## src/rtl/result_fetch_ctrl_pkg.sv

```systemverilog
// Shared constants and types for the display-side result fetch controller.
package result_fetch_pkg;

    localparam int OP_SUMA  = 0;
    localparam int OP_RESTA = 1;
    localparam int OP_MULT  = 2;
    localparam int OP_DIV   = 3;
    localparam int OP_POW   = 4;

    localparam int BASE_IDX_DEF = 2;
    localparam int NUM_OPS_DEF  = 5;

    typedef enum logic [1:0] {
        ST_IDLE = 2'd0,
        ST_REQ  = 2'd1,
        ST_WAIT = 2'd2,
        ST_UPD  = 2'd3
    } fetch_state_t;

endpackage

```

## src/rtl/result_fetch_ctrl_if.sv

```systemverilog
// Data-memory read port shared between the CPU and the result fetch controller.
interface result_fetch_ctrl_if #(
    parameter int AW = 6
);
    logic          cpu_req;
    logic [AW-1:0] cpu_addr;
    logic          cpu_grant;
    logic          mem_rd_en;
    logic [AW-1:0] mem_addr;
    logic [31:0]   mem_rdata;

    modport master (
        input  cpu_req, cpu_addr, mem_rdata,
        output cpu_grant, mem_rd_en, mem_addr
    );

    modport slave (
        output cpu_req, cpu_addr, mem_rdata,
        input  cpu_grant, mem_rd_en, mem_addr
    );
endinterface

```

## src/rtl/result_fetch_ctrl_chk.sv

```systemverilog
// Structural and protocol checks for result_fetch_ctrl, kept apart from the datapath.
module result_fetch_ctrl_chk #(
    parameter int AW       = 6,
    parameter int BASE_IDX = 2,
    parameter int NUM_OPS  = 5
) (
    input logic          clk,
    input logic          rst,
    input logic          cpu_req,
    input logic [AW-1:0] cpu_addr,
    input logic          cpu_grant,
    input logic          mem_rd_en,
    input logic [AW-1:0] mem_addr,
    input logic          sel_err,
    input logic [31:0]   result
);
    if (BASE_IDX + NUM_OPS - 1 >= 2**AW) begin : g_addr_overflow
        $error("result_fetch_ctrl: BASE_IDX+NUM_OPS-1 does not fit in AW bits");
    end

    a_grant_addr: assert property (@(posedge clk) disable iff (rst)
        cpu_grant |-> (mem_rd_en && (mem_addr == cpu_addr)));

    a_grant_req: assert property (@(posedge clk) disable iff (rst)
        cpu_grant |-> cpu_req);

    a_err_zero: assert property (@(posedge clk) disable iff (rst)
        sel_err |-> (result == 32'd0));
endmodule

```

## src/rtl/result_fetch_ctrl_sync_2ff.sv

```systemverilog
// Two-stage synchronizer for a bus of quasi-static asynchronous inputs.
module sync_2ff #(
    parameter int W = 1
) (
    input  logic         clk,
    input  logic         rst,
    input  logic [W-1:0] d,
    output logic [W-1:0] q
);
    logic [W-1:0] meta_r;
    logic [W-1:0] q_r;

    // metastability filter chain
    always_ff @(posedge clk) begin
        if (rst) begin
            meta_r <= {W{1'b0}};
            q_r    <= {W{1'b0}};
        end else begin
            meta_r <= d;
            q_r    <= meta_r;
        end
    end

    assign q = q_r;
endmodule

```

## src/rtl/result_fetch_ctrl.sv

```systemverilog
// Fetches the selected arithmetic result word from data memory into a registered
// display value, sharing the read port with the CPU under bounded starvation.
module result_fetch_ctrl
    import result_fetch_pkg::*;
#(
    parameter int AW             = 6,
    parameter int BASE_IDX       = BASE_IDX_DEF,
    parameter int NUM_OPS        = NUM_OPS_DEF,
    parameter int REFRESH_CYCLES = 1000000,
    parameter int STARVE_MAX     = 16
) (
    input  logic                clk,
    input  logic                rst,
    input  logic [2:0]          sel_sw,
    result_fetch_ctrl_if.master bus,
    output logic [31:0]         result,
    output logic                result_valid,
    output logic                sel_err,
    output logic                busy
);
    localparam int RW  = (REFRESH_CYCLES > 1) ? $clog2(REFRESH_CYCLES) : 1;
    localparam int STW = (STARVE_MAX > 1) ? $clog2(STARVE_MAX) : 1;
    localparam logic [RW-1:0]  REF_LAST    = RW'(REFRESH_CYCLES - 1);
    localparam logic [STW-1:0] STARVE_LAST = STW'(STARVE_MAX - 1);

    fetch_state_t   state_r;
    fetch_state_t   state_nxt_s;
    logic [2:0]     sel_s;
    logic [2:0]     last_sel_r;
    logic [RW-1:0]  ref_cnt_r;
    logic [STW-1:0] starve_r;
    logic           pend_r;
    logic           boot_r;
    logic [31:0]    data_r;
    logic [31:0]    result_r;
    logic           valid_r;
    logic           err_r;

    logic           sel_ok_s;
    logic           ref_hit_s;
    logic           trig_s;
    logic           pending_s;
    logic           own_s;
    logic [AW-1:0]  fetch_addr_s;

    sync_2ff #(.W(3)) u_sync (
        .clk (clk),
        .rst (rst),
        .d   (sel_sw),
        .q   (sel_s)
    );

    // trigger sources and port ownership
    always_comb begin
        sel_ok_s     = (int'(sel_s) < NUM_OPS);
        ref_hit_s    = (ref_cnt_r == REF_LAST);
        trig_s       = (sel_s != last_sel_r) || ref_hit_s || boot_r;
        pending_s    = trig_s || pend_r;
        own_s        = (state_r == ST_REQ) && (!bus.cpu_req || (starve_r == STARVE_LAST));
        fetch_addr_s = AW'(BASE_IDX) + AW'(last_sel_r);
    end

    // read-port mux: the CPU keeps the port except on an owning REQ cycle
    always_comb begin
        bus.mem_rd_en = bus.cpu_req;
        bus.mem_addr  = bus.cpu_addr;
        bus.cpu_grant = bus.cpu_req;
        if (own_s) begin
            bus.mem_rd_en = 1'b1;
            bus.mem_addr  = fetch_addr_s;
            bus.cpu_grant = 1'b0;
        end else begin
            bus.cpu_grant = bus.cpu_req;
        end
    end

    // fetch FSM next-state
    always_comb begin
        state_nxt_s = state_r;
        case (state_r)
            ST_IDLE: begin
                if (pending_s && sel_ok_s) begin
                    state_nxt_s = ST_REQ;
                end else begin
                    state_nxt_s = ST_IDLE;
                end
            end
            ST_REQ: begin
                if (own_s) begin
                    state_nxt_s = ST_WAIT;
                end else begin
                    state_nxt_s = ST_REQ;
                end
            end
            ST_WAIT: state_nxt_s = ST_UPD;
            ST_UPD:  state_nxt_s = ST_IDLE;
            default: state_nxt_s = ST_IDLE;
        endcase
    end

    // state, trigger bookkeeping and result registers
    always_ff @(posedge clk) begin
        if (rst) begin
            state_r    <= ST_IDLE;
            last_sel_r <= 3'd0;
            ref_cnt_r  <= {RW{1'b0}};
            starve_r   <= {STW{1'b0}};
            pend_r     <= 1'b0;
            boot_r     <= 1'b1;
            data_r     <= 32'd0;
            result_r   <= 32'd0;
            valid_r    <= 1'b0;
            err_r      <= 1'b0;
        end else begin
            state_r   <= state_nxt_s;
            ref_cnt_r <= ref_hit_s ? {RW{1'b0}} : (ref_cnt_r + RW'(1));
            case (state_r)
                ST_IDLE: begin
                    if (pending_s) begin
                        last_sel_r <= sel_s;
                        pend_r     <= 1'b0;
                        boot_r     <= 1'b0;
                        // unmapped codes resolve at once without touching memory
                        if (!sel_ok_s) begin
                            result_r <= 32'd0;
                            err_r    <= 1'b1;
                            valid_r  <= 1'b1;
                        end
                    end
                end
                ST_REQ: begin
                    if (trig_s) begin
                        pend_r <= 1'b1;
                    end
                    if (!own_s) begin
                        starve_r <= starve_r + STW'(1);
                    end
                end
                ST_WAIT: begin
                    if (trig_s) begin
                        pend_r <= 1'b1;
                    end
                    data_r <= bus.mem_rdata;
                end
                ST_UPD: begin
                    if (trig_s) begin
                        pend_r <= 1'b1;
                    end
                    result_r <= data_r;
                    valid_r  <= (sel_s == last_sel_r);
                    err_r    <= 1'b0;
                    starve_r <= {STW{1'b0}};
                end
                default: begin
                    pend_r <= pend_r;
                end
            endcase
        end
    end

    assign result       = result_r;
    assign result_valid = valid_r;
    assign sel_err      = err_r;
    assign busy         = (state_r != ST_IDLE);

    result_fetch_ctrl_chk #(
        .AW       (AW),
        .BASE_IDX (BASE_IDX),
        .NUM_OPS  (NUM_OPS)
    ) u_chk (
        .clk       (clk),
        .rst       (rst),
        .cpu_req   (bus.cpu_req),
        .cpu_addr  (bus.cpu_addr),
        .cpu_grant (bus.cpu_grant),
        .mem_rd_en (bus.mem_rd_en),
        .mem_addr  (bus.mem_addr),
        .sel_err   (err_r),
        .result    (result_r)
    );
endmodule

```

## src/flat_wrapper.sv

```systemverilog
// flat-port wrapper written by rule: the top's interface ports become plain ports
module result_fetch_ctrl_flat import result_fetch_pkg::*;
#(
    parameter int AW             = 6,
    parameter int BASE_IDX       = BASE_IDX_DEF,
    parameter int NUM_OPS        = NUM_OPS_DEF,
    parameter int REFRESH_CYCLES = 1000000,
    parameter int STARVE_MAX     = 16
)
  (clk, rst, sel_sw, result, result_valid, sel_err, busy, bus_cpu_req, bus_cpu_addr, bus_mem_rdata, bus_cpu_grant, bus_mem_rd_en, bus_mem_addr);
  result_fetch_ctrl_if #(.AW(AW)) bus_i ();
  input  logic clk;
  input  logic rst;
  input  logic [2:0] sel_sw;
  output logic [31:0] result;
  output logic result_valid;
  output logic sel_err;
  output logic busy;
  input wire logic [$bits(bus_i.cpu_req)-1:0] bus_cpu_req;
  input wire logic [$bits(bus_i.cpu_addr)-1:0] bus_cpu_addr;
  input wire logic [$bits(bus_i.mem_rdata)-1:0] bus_mem_rdata;
  output wire logic [$bits(bus_i.cpu_grant)-1:0] bus_cpu_grant;
  output wire logic [$bits(bus_i.mem_rd_en)-1:0] bus_mem_rd_en;
  output wire logic [$bits(bus_i.mem_addr)-1:0] bus_mem_addr;
  assign bus_i.cpu_req = bus_cpu_req;
  assign bus_i.cpu_addr = bus_cpu_addr;
  assign bus_i.mem_rdata = bus_mem_rdata;
  assign bus_cpu_grant = bus_i.cpu_grant;
  assign bus_mem_rd_en = bus_i.mem_rd_en;
  assign bus_mem_addr = bus_i.mem_addr;
  result_fetch_ctrl #(.AW(AW), .BASE_IDX(BASE_IDX), .NUM_OPS(NUM_OPS), .REFRESH_CYCLES(REFRESH_CYCLES), .STARVE_MAX(STARVE_MAX)) u_core (.clk(clk), .rst(rst), .sel_sw(sel_sw), .bus(bus_i), .result(result), .result_valid(result_valid), .sel_err(sel_err), .busy(busy));
endmodule
```

## config.mk

```make
export PLATFORM = sky130hd
export DESIGN_NAME = result_fetch_ctrl_flat
export DESIGN_NICKNAME = d
export VERILOG_FILES = /design/src/rtl/result_fetch_ctrl_pkg.sv /design/src/rtl/result_fetch_ctrl_if.sv /design/src/rtl/result_fetch_ctrl_chk.sv /design/src/rtl/result_fetch_ctrl_sync_2ff.sv /design/src/rtl/result_fetch_ctrl.sv /design/src/flat_wrapper.sv
export SDC_FILE = /design/constraint.sdc
export NUM_CORES = 1
export LEC_CHECK = 0
export CAP_MARGIN = 10
export CORE_MARGIN = 2
export CORE_UTILIZATION = 40
export CTS_BUF_LIST = sky130_fd_sc_hd__clkbuf_16
export CTS_CLUSTER_SIZE = 8
export DETAILED_ROUTE_END_ITERATION = 10
export PLACE_DENSITY_LB_ADDON = 0.2
export SKIP_LAST_GASP = 1
export SYNTH_ARGS = -nofsm -noshare
export SYNTH_HDL_FRONTEND = slang
export SYNTH_SLANG_ARGS = --single-unit
```

## constraint.sdc

```tcl
create_clock -name clk -period 2.4 [get_ports clk]
set_input_delay 0.48 -clock clk [delete_from_list [all_inputs] [get_ports clk]]
set_output_delay 0.48 -clock clk [all_outputs]
set_load 0.02 [all_outputs]
```

# Word-level counts from Yosys, hierarchy flattened
# Index checks and enable logic that the tools add are counted.
[op_classes]
addsub = 3
magnitude_cmp = 1
eq_ne = 11
mux = 18
reduce_logical = 17
[op_table]
columns = ["op", "count"]
rows = [
  ["32-bit 2-to-1 mux", 2],
  ["32-bit case mux with 2 select lines", 1],
  ["20-bit by 1-bit adder with 20-bit output, second input constant", 1],
  ["20-bit equality test, second input constant", 1],
  ["2-bit case mux with 4 select lines", 1],
  ["4-bit case mux with 2 select lines", 1],
  ["1-bit 2-to-1 mux", 7],
  ["6-bit 2-to-1 mux", 1],
  ["1-bit case mux with 2 select lines", 3],
  ["2-bit AND reduction", 3],
  ["2-bit nonzero test", 3],
  ["2-bit by 3-bit adder with 4-bit output, first input constant", 1],
  ["4-bit by 1-bit adder with 4-bit output, second input constant", 1],
  ["2-bit equality test, second input constant", 2],
  ["4-bit equality test, second input constant", 1],
  ["1-bit logical OR", 4],
  ["4-bit 2-to-1 mux", 1],
  ["2-bit by 1-bit inequality test with 1-bit output, second input constant", 2],
  ["2-bit inequality test, second input constant", 2],
  ["3-bit equality test", 1],
  ["3-bit < comparator, second input constant", 1],
  ["3-bit inequality test", 1],
  ["3-bit AND reduction", 1],
  ["3-bit OR reduction", 1],
  ["other kinds (6)", 7],
]
[word_totals]
register_bits = 103
in_bits = 44
out_inout_bits = 43
wordCells = 62

# Longest topological paths before layout
# Gate-level depths: netlist of the first run.
[depth]
depth_word = 7
mapped_depth = 7
mapped_depth_nobuf = 6

# Modules after synthesis
# Synthesis of the first run repeated with hierarchy kept, for this count alone.
[unflattened]
cells_unflattened = 494
hier_area_um2 = 4159.0
[by_module_without_submodules]
columns = ["mod", "instances", "cells_each", "area_each_um2", "seq_area_each_um2"]
rows = [
  ["result_fetch_ctrl", 1, 482, 4001.3, 1941.9],
  ["sync_2ff", 1, 12, 157.7, 120.1],
]

# Worst setup path after synthesis of the first run
# OpenSTA, ideal clock, no wires.
[synth_path]
kind = "register to output"
from = "reg u_core.starve_r[0]"
to = "out bus_mem_addr[0]"
arrival_ns = 1.519
required_ns = 1.920
slack_ns = 0.401
stages_incl_launch_ff = 5
n_path_buf = 0
cell_sequence = "dfxtp_1 > ha_1 > and3_1 > o21ai_1 > mux2_2"
[synth_via]
elab_chain_len = 4
[synth_lines]
columns = ["element", "line", "source"]
rows = [
  ["from (decl)", "result_fetch_ctrl.sv:31", "logic [STW-1:0] starve_r;"],
  ["from (signal assigned)", "result_fetch_ctrl.sv:107", "starve_r <= {STW{1'b0}};"],
  ["from (signal assigned)", "result_fetch_ctrl.sv:136", "starve_r <= starve_r + STW'(1);"],
  ["from (signal assigned)", "result_fetch_ctrl.sv:152", "starve_r <= {STW{1'b0}};"],
  ["4-bit equality test", "result_fetch_ctrl.sv:59", "own_s = (state_r == ST_REQ) && (!bus.cpu_req || (starve_r == STARVE_LAST));"],
  ["1-bit logical OR", "result_fetch_ctrl.sv:59", ""],
  ["1-bit logical AND", "result_fetch_ctrl.sv:59", ""],
  ["6-bit 2-to-1 mux", "result_fetch_ctrl.sv:68", "if (own_s) begin"],
  ["to (decl)", "flat_wrapper.sv:24", "output wire logic [$bits(bus_i.mem_addr)-1:0] bus_mem_addr;"],
]
# Every way passes these cells.

# Worst setup path after layout of the first run
[layout_path]
from = "in bus_cpu_req"
to = "out bus_mem_addr[2]"
[layout_via]
elab_chain_len = 4
[layout_lines]
columns = ["element", "line", "source"]
rows = [
  ["from (decl)", "flat_wrapper.sv:19", "input wire logic [$bits(bus_i.cpu_req)-1:0] bus_cpu_req;"],
  ["1-bit zero test", "result_fetch_ctrl.sv:59", ""],
  ["1-bit logical OR", "result_fetch_ctrl.sv:59", ""],
  ["1-bit logical AND", "result_fetch_ctrl.sv:59", ""],
  ["6-bit 2-to-1 mux", "result_fetch_ctrl.sv:68", ""],
]
# Every way passes these cells.

==> qor.yml, run 1 <==
outcome:
  status: "completed"
sta:
  fin_ws_ns: 0.0910
  whs_ns: 0.441
  skew_ns: 0.0100
  setup_viol: 0
  slew_headroom_pct: 61.0
  drv_slew: 0
  finalHoldViolations: 0
  max_freq_mhz: 433
  worstMarginPinSlew_ns: 0.585
  fin_crit_ns: 2.31
  grt_setup_unrepaired: "no"
  fin_crit_sh_pct: 96.2
floorplan:
  die_area_mm2: 0.0117
  initial_core_util_pct: 41.5
  rows: 37
  die_height_um: 108
  core-area_mm2: 0.0104
  die_w_um: 108
  boundaryPins: 87
critical_path:
  path_class: "input port to output pin"
  cp.arrival_ns: 1.83
  cp.required_ns: 1.92
  critPathLaunchType: "input port"
  worstSetupEndpointType: "output pin"
  path_max_fanout: 7
placement:
  place_worst_setup_slack_ns: -0.269
  io_buffers: 86
  place_hpwl_um: 6230
  gp_congestion: 0.812
final_layout:
  final_nets: 595
  num-fill-cells: 921
  synthToLayoutAreaGrowth_pct: 32.4
  antenna_cells: 0
  drive_gt1_share_pct: 10.9
  final_common_cell: "dfxtp_1"
  final_cell_mix: "dfxtp_1 (101), clkdlybuf4s50_1 (76), mux2i_1 (65)"
global_route:
  grt_max_degree: 50
  gr-total-overflow: 0
  grt_util_all_layers_pct: 15.9
  grt_pass1_vias: 3244
  antenna_found_initial: 0
  grt_pass1_wl_um: 14700
clock_tree:
  clk_pin_slew_ns: 0.06
  cts_tree: "done"
  cts.sinks: 103
  cts_root_buf: "clkbuf_16"
  cts_buffers: 9
  cts_hold_buf: 0
  clk_latency_ns: 0.34
  clk_path_buf_depth: 2
  htreeDepth: 3
synth:
  syn_area_per_cell_um2: 9.58
  ys_seq_area_share_pct: 47.6
  yosysWarnings: 0
  synth_cells: 452
  synth_flop_cell: "dfxtp_1"
  synth.distinct_cells: 40
  ys_seq_elements: 103
  synth_edf_count: 0
  synth_nets: 503
  synthesis.area_mm2: 0.00433
  synthArstFlopShare_pct: 0
power_and_ir_drop:
  pwr-share-clk_pct: 39.1
  p_total_mw: 3.74
  comb_power_share_pct: 13.4
  switching_share_pct: 24.3
  seq_power_share_pct: 47.5
  ir_drop_v: 0.000349
  powerDensity_mw_per_mm2: 652
  p_switching_mw: 0.908
  p_leak_nw: 2.21
  intPower_mw: 2.83
routing:
  totalWireLength_um: 9020
  ant_nets: 0
  wl_per_cell_um: 13.2
  drtIter0Drc: 113
  dr.pass1.iters: 4
  vias: 3301
  route.detailed.drc: 0
  viasPerCell: 4.82
min_path:
  hp-class: "flip-flop to flip-flop"
run:
  max_cap_viol_count: 0
==> metrics by stage <==
step	TNS, ns	cells	utilization [%]	instance area (µm²)
final	0	685	55.0	5730
after global routing	0	685	55.0	5730
after CTS	-0.0439	685	54.8	5710
after detailed placement	-1.18	666	51.7	5390
after global placement	-1.14	666	51.7	5390
after floorplan	0	452	-	4330
==> worst max-delay path: stages <==
cell	delay, ns
clkdlybuf4s50_1	0.47
inv_1	0.06
o21ai_2	0.12
buf_6	0.13
buf_4	0.10
mux2_2	0.33
buf_6	0.13
==> routing by layer <==
metal	GRT usage (%)	vias to the layer above	part of all wire (%)
met5	0	-	0
met4	6.23	0	2.0
met3	4.04	16	4.5
met2	28.0	61	49
met1	18.5	1530	44
li1	-	1694	-
==> sequential cells by signal, indices dropped and copies added (netlist names), named ones only <==
name                  flops
u_core.boot_r             1
u_core.data_r            32
u_core.last_sel_r         3
u_core.pend_r             1
u_core.ref_cnt_r         20
u_core.result            32
u_core.result_valid       1
u_core.sel_err            1
u_core.starve_r           4
u_core.state_r            1
u_core.u_sync.meta_r      3
u_core.u_sync.q           3
==> cell usage after synthesis, drive strengths merged, types with 4 or more instances <==
master / n / area, µm²
xnor2: 9 / 78.8
nand4: 5 / 52.6
nand2b: 32 / 200
dfxtp: 103 / 2060
mux2: 6 / 67.6
xor2: 8 / 70.1
nand3: 12 / 60.1
o21ai: 10 / 72.6
nand2: 44 / 165
mux2i: 65 / 651
a21oi: 11 / 55.1
nor2: 62 / 233
buf: 7 / 52.5
and2: 4 / 25.0
and3: 4 / 25.0
nor4b: 4 / 35.0
inv: 9 / 33.8
ha: 7 / 87.6
nor2b: 8 / 50.1
clkbuf: 17 / 63.8
nor3: 4 / 20.0
==> cell type report <==
class,count,area [µm²],share of cell area (%)
multi-input combinational,316,2140,37.4
sequential,103,2060,36.0
timing repair buffer,105,1010,17.7
clock buffer,9,225,3.93
tap,136,170,2.97
clock inverter,7,78.8,1.38
inverter,9,33.8,0.590
==> worst paths after layout <==
kind	startpoint	end	slack [ns]	cells after the start
worst max register to register	u_core.ref_cnt_r[0]	u_core.result[21]	0.45	7
worst max-delay path	bus_cpu_req	bus_mem_addr[2]	0.09	7
worst min-delay path	u_core.u_sync.meta_r[2]	u_core.u_sync.q[2]	0.44	1
worst min register to register	u_core.u_sync.meta_r[2]	u_core.u_sync.q[2]	0.44	1
==> power groups by stage <==
stage / Sequential (mW) / Clock (mW) / Combinational, mW
6_report: 1.78 / 1.46 / 0.501
5_1_grt: 1.78 / 1.58 / 0.542
4_1_cts: 1.77 / 1.51 / 0.506
3_5_place_dp: 1.81 / 0 / 0.505
3_3_place_gp: 1.81 / 0 / 0.501
2_1_floorplan: 1.82 / 0 / 0.308
==> logic make-up (layout without fill, tap and decap cells) <==
kind of cell | count (synthesis) | in the layout | synth area share [%]
AO/OA/AOI/OAI | 32 | 32 | 4.97
multiplexers | 71 | 71 | 16.6
AND/OR/NAND/NOR | 189 | 189 | 21.9
XOR/XNOR | 17 | 17 | 3.44
buffers and inverters | 33 | 130 | 3.47
adder cells (fa/ha/maj) | 7 | 7 | 2.02
flip-flops | 103 | 103 | 47.6
==> timing repair <==
item | in CTS | in global routing
pin swaps | 0 | 1
gates resized for setup | 15 | 11
setup buffers | 3 | 0
endpoints found under the setup margin | 8 | 5
cloned | 0 | 0
Note: power is estimated with default switching activity, not from simulation.
==> run 2: changes to the inputs <==
--- a/config.mk
+++ b/config.mk
@@ -5,8 +5,8 @@
 export SDC_FILE = /design/constraint.sdc
 export NUM_CORES = 1
 export LEC_CHECK = 0
-export CAP_MARGIN = 10
-export CORE_MARGIN = 2
+export CAP_MARGIN = 20
+export CORE_MARGIN = 1
 export CORE_UTILIZATION = 40
 export CTS_BUF_LIST = sky130_fd_sc_hd__clkbuf_16
 export CTS_CLUSTER_SIZE = 8
==> run 2 against run 1 <==
Non-clock buffer count did not move. First-iteration DRC count up 3.5%. Critical path type unchanged. Maximum frequency decreased by 1.4%. Sequential power barely moved.
==> qor.yml, run 2 (same netlist as run 1, synthesis figures left out) <==
floorplan:
  die_height_um: 106  # -1.9%
  die_area_mm2: 0.0112  # -3.7%
  rows: 37  # unchanged
  die_w_um: 106  # -1.9%
  initial_core_util_pct: 41.5  # unchanged
  boundaryPins: 87  # unchanged
  core-area_mm2: 0.0104  # unchanged
power_and_ir_drop:
  powerDensity_mw_per_mm2: 638  # -2.2%
  p_total_mw: 3.65  # -2.4%
  p_leak_nw: 2.21  # -0.34%
  ir_drop_v: 0.000470  # +35%
clock_tree:
  cts_root_buf: "clkbuf_16"
  clk_pin_slew_ns: 0.07  # about the same
  cts_buffers: 9  # unchanged
  cts_tree: "done"
  clk_path_buf_depth: 2  # unchanged
  htreeDepth: 3  # unchanged
  cts_hold_buf: 0  # unchanged
  cts.sinks: 103  # unchanged
  clk_latency_ns: 0.34  # about the same
final_layout:
  num-fill-cells: 941  # +2.2%
  antenna_cells: 0  # unchanged
  final_cell_mix: "dfxtp_1 (102), clkdlybuf4s50_1 (77), mux2i_1 (65)"
  final_common_cell: "dfxtp_1"
  finalInstanceArea_mm2: 0.00572  # -0.15%
  synthToLayoutAreaGrowth_pct: 32.2
  postLayoutCoreUtil_pct: 54.9  # -0.084 points
  fin_cells: 685  # unchanged
  final_nets: 595  # unchanged
  drive_gt1_share_pct: 10.9  # unchanged
critical_path:
  path_class: "input port to output pin"
  crit_slowest_cell: "clkdlybuf4s50_1"
  path_max_fanout: 6  # -1
  cp.arrival_ns: 1.86  # +0.03 ns
  crit_path_start: "bus_cpu_req"
  timing.rr.start: "u_core.ref_cnt_r[0]"
  cp.required_ns: 1.92  # about the same
  crit_chain: "clkdlybuf4s50_1 > inv_1 > o21ai_2 > buf_6 > mux2_2 > clkdlybuf4s15_2"
  worstSetupEndpointType: "output pin"
  max_stage_delay_ns: 0.49  # +0.02 ns
  critPathLaunchType: "input port"
sta:
  tns_ns: 0  # unchanged
  whs_ns: 0.439  # -0.00143 ns
  fin_crit_sh_pct: 97.6  # +1.4 points
  worstMarginPinSlew_ns: 0.806  # +0.222 ns
  slew_headroom_pct: 46.2  # -15 points
  setup_viol: 0  # unchanged
  skew_ns: 0.00909  # -0.000920 ns
  max_freq_mhz: 427  # -1.4%
  finalHoldViolations: 0  # unchanged
  fin_crit_ns: 2.34  # +0.0328 ns
  fin_ws_ns: 0.0583  # -0.0328 ns
  grt_setup_unrepaired: "no"
  drv_slew: 0  # unchanged
global_route:
  gr-total-overflow: 0  # unchanged
  grt_max_degree: 44  # -12%
  grt_pass1_vias: 3174  # -2.2%
  grt_util_all_layers_pct: 15.9  # +0.018 points
  grt_pass1_wl_um: 14500  # -1.5%
  antenna_found_initial: 0  # unchanged
routing:
  vias: 3316  # +0.45%
  route.detailed.drc: 0  # unchanged
  drtIter0Drc: 117  # +3.5%
  ant_nets: 0  # unchanged
  wl_per_cell_um: 12.7  # -3.3%
  dr.pass1.iters: 5  # +1
  viasPerCell: 4.84  # +0.45%
  totalWireLength_um: 8730  # -3.3%
placement:
  place_worst_setup_slack_ns: -0.280  # -0.0106 ns
  placed_cell_area_mm2: 0.00540  # +0.23%
  dp_cells: 666  # unchanged
  place_hpwl_um: 5940  # -4.6%
  gp_congestion: 0.759  # -6.6%
  io_buffers: 86  # unchanged
run:
  max_cap_viol_count: 0  # unchanged
min_path:
  hp-class: "flip-flop to flip-flop"
  min_from: "u_core.u_sync.meta_r[0]"
outcome:
  status: "completed"
[run 2: final timing paths]
kind / endpoint / slack, ns / cells past startpoint
min reg2reg: u_core.u_sync.q[0] / 0.44 / 1
max: bus_mem_addr[2] / 0.06 / 6
max reg2reg: u_core.result[21] / 0.41 / 7
min: u_core.u_sync.q[0] / 0.44 / 1
[run 2: metal layers]
layer	share of wire (%)	global-route usage [%]
met1	46	19.2
met4	1.1	4.76
met3	3.9	3.80
met2	49	28.1
met5	0	0
[run 2: timing repair]
item | 4_1_cts | 5_1_grt
pin swaps | 0 | 1
cloned | 0 | 0
buffers inserted | 2 | 1
setup endpoints to repair | 7 | 5
resized for setup | 15 | 11
[run 2: power by group]
part	internal (mW)	leakage, nW	total (mW)	switching (mW)
clock network	0.716	0.139	1.36	0.645
logic	0.264	1.23	0.511	0.247
registers	1.75	0.834	1.77	0.0254
total	2.73	2.21	3.65	0.918
[run 2: critical path, delay by kind of cell]
| family | cells | cell delay [ns] |
|---|---|---|
| mux | 1 | 0.33 |
| buf+inv | 4 | 0.94 |
| compound gates | 1 | 0.12 |
[run 2: final cells by class]
cell class                 count  area (µm²)  area share, %
multi-input combinational    316        2140           37.4
sequential                   103        2060           36.1
timing repair buffer         105        1030           18.0
clock buffer                   9         225           3.94
tap                          136         170           2.97
clock inverter                 7        55.1          0.962
inverter                       9        33.8          0.591
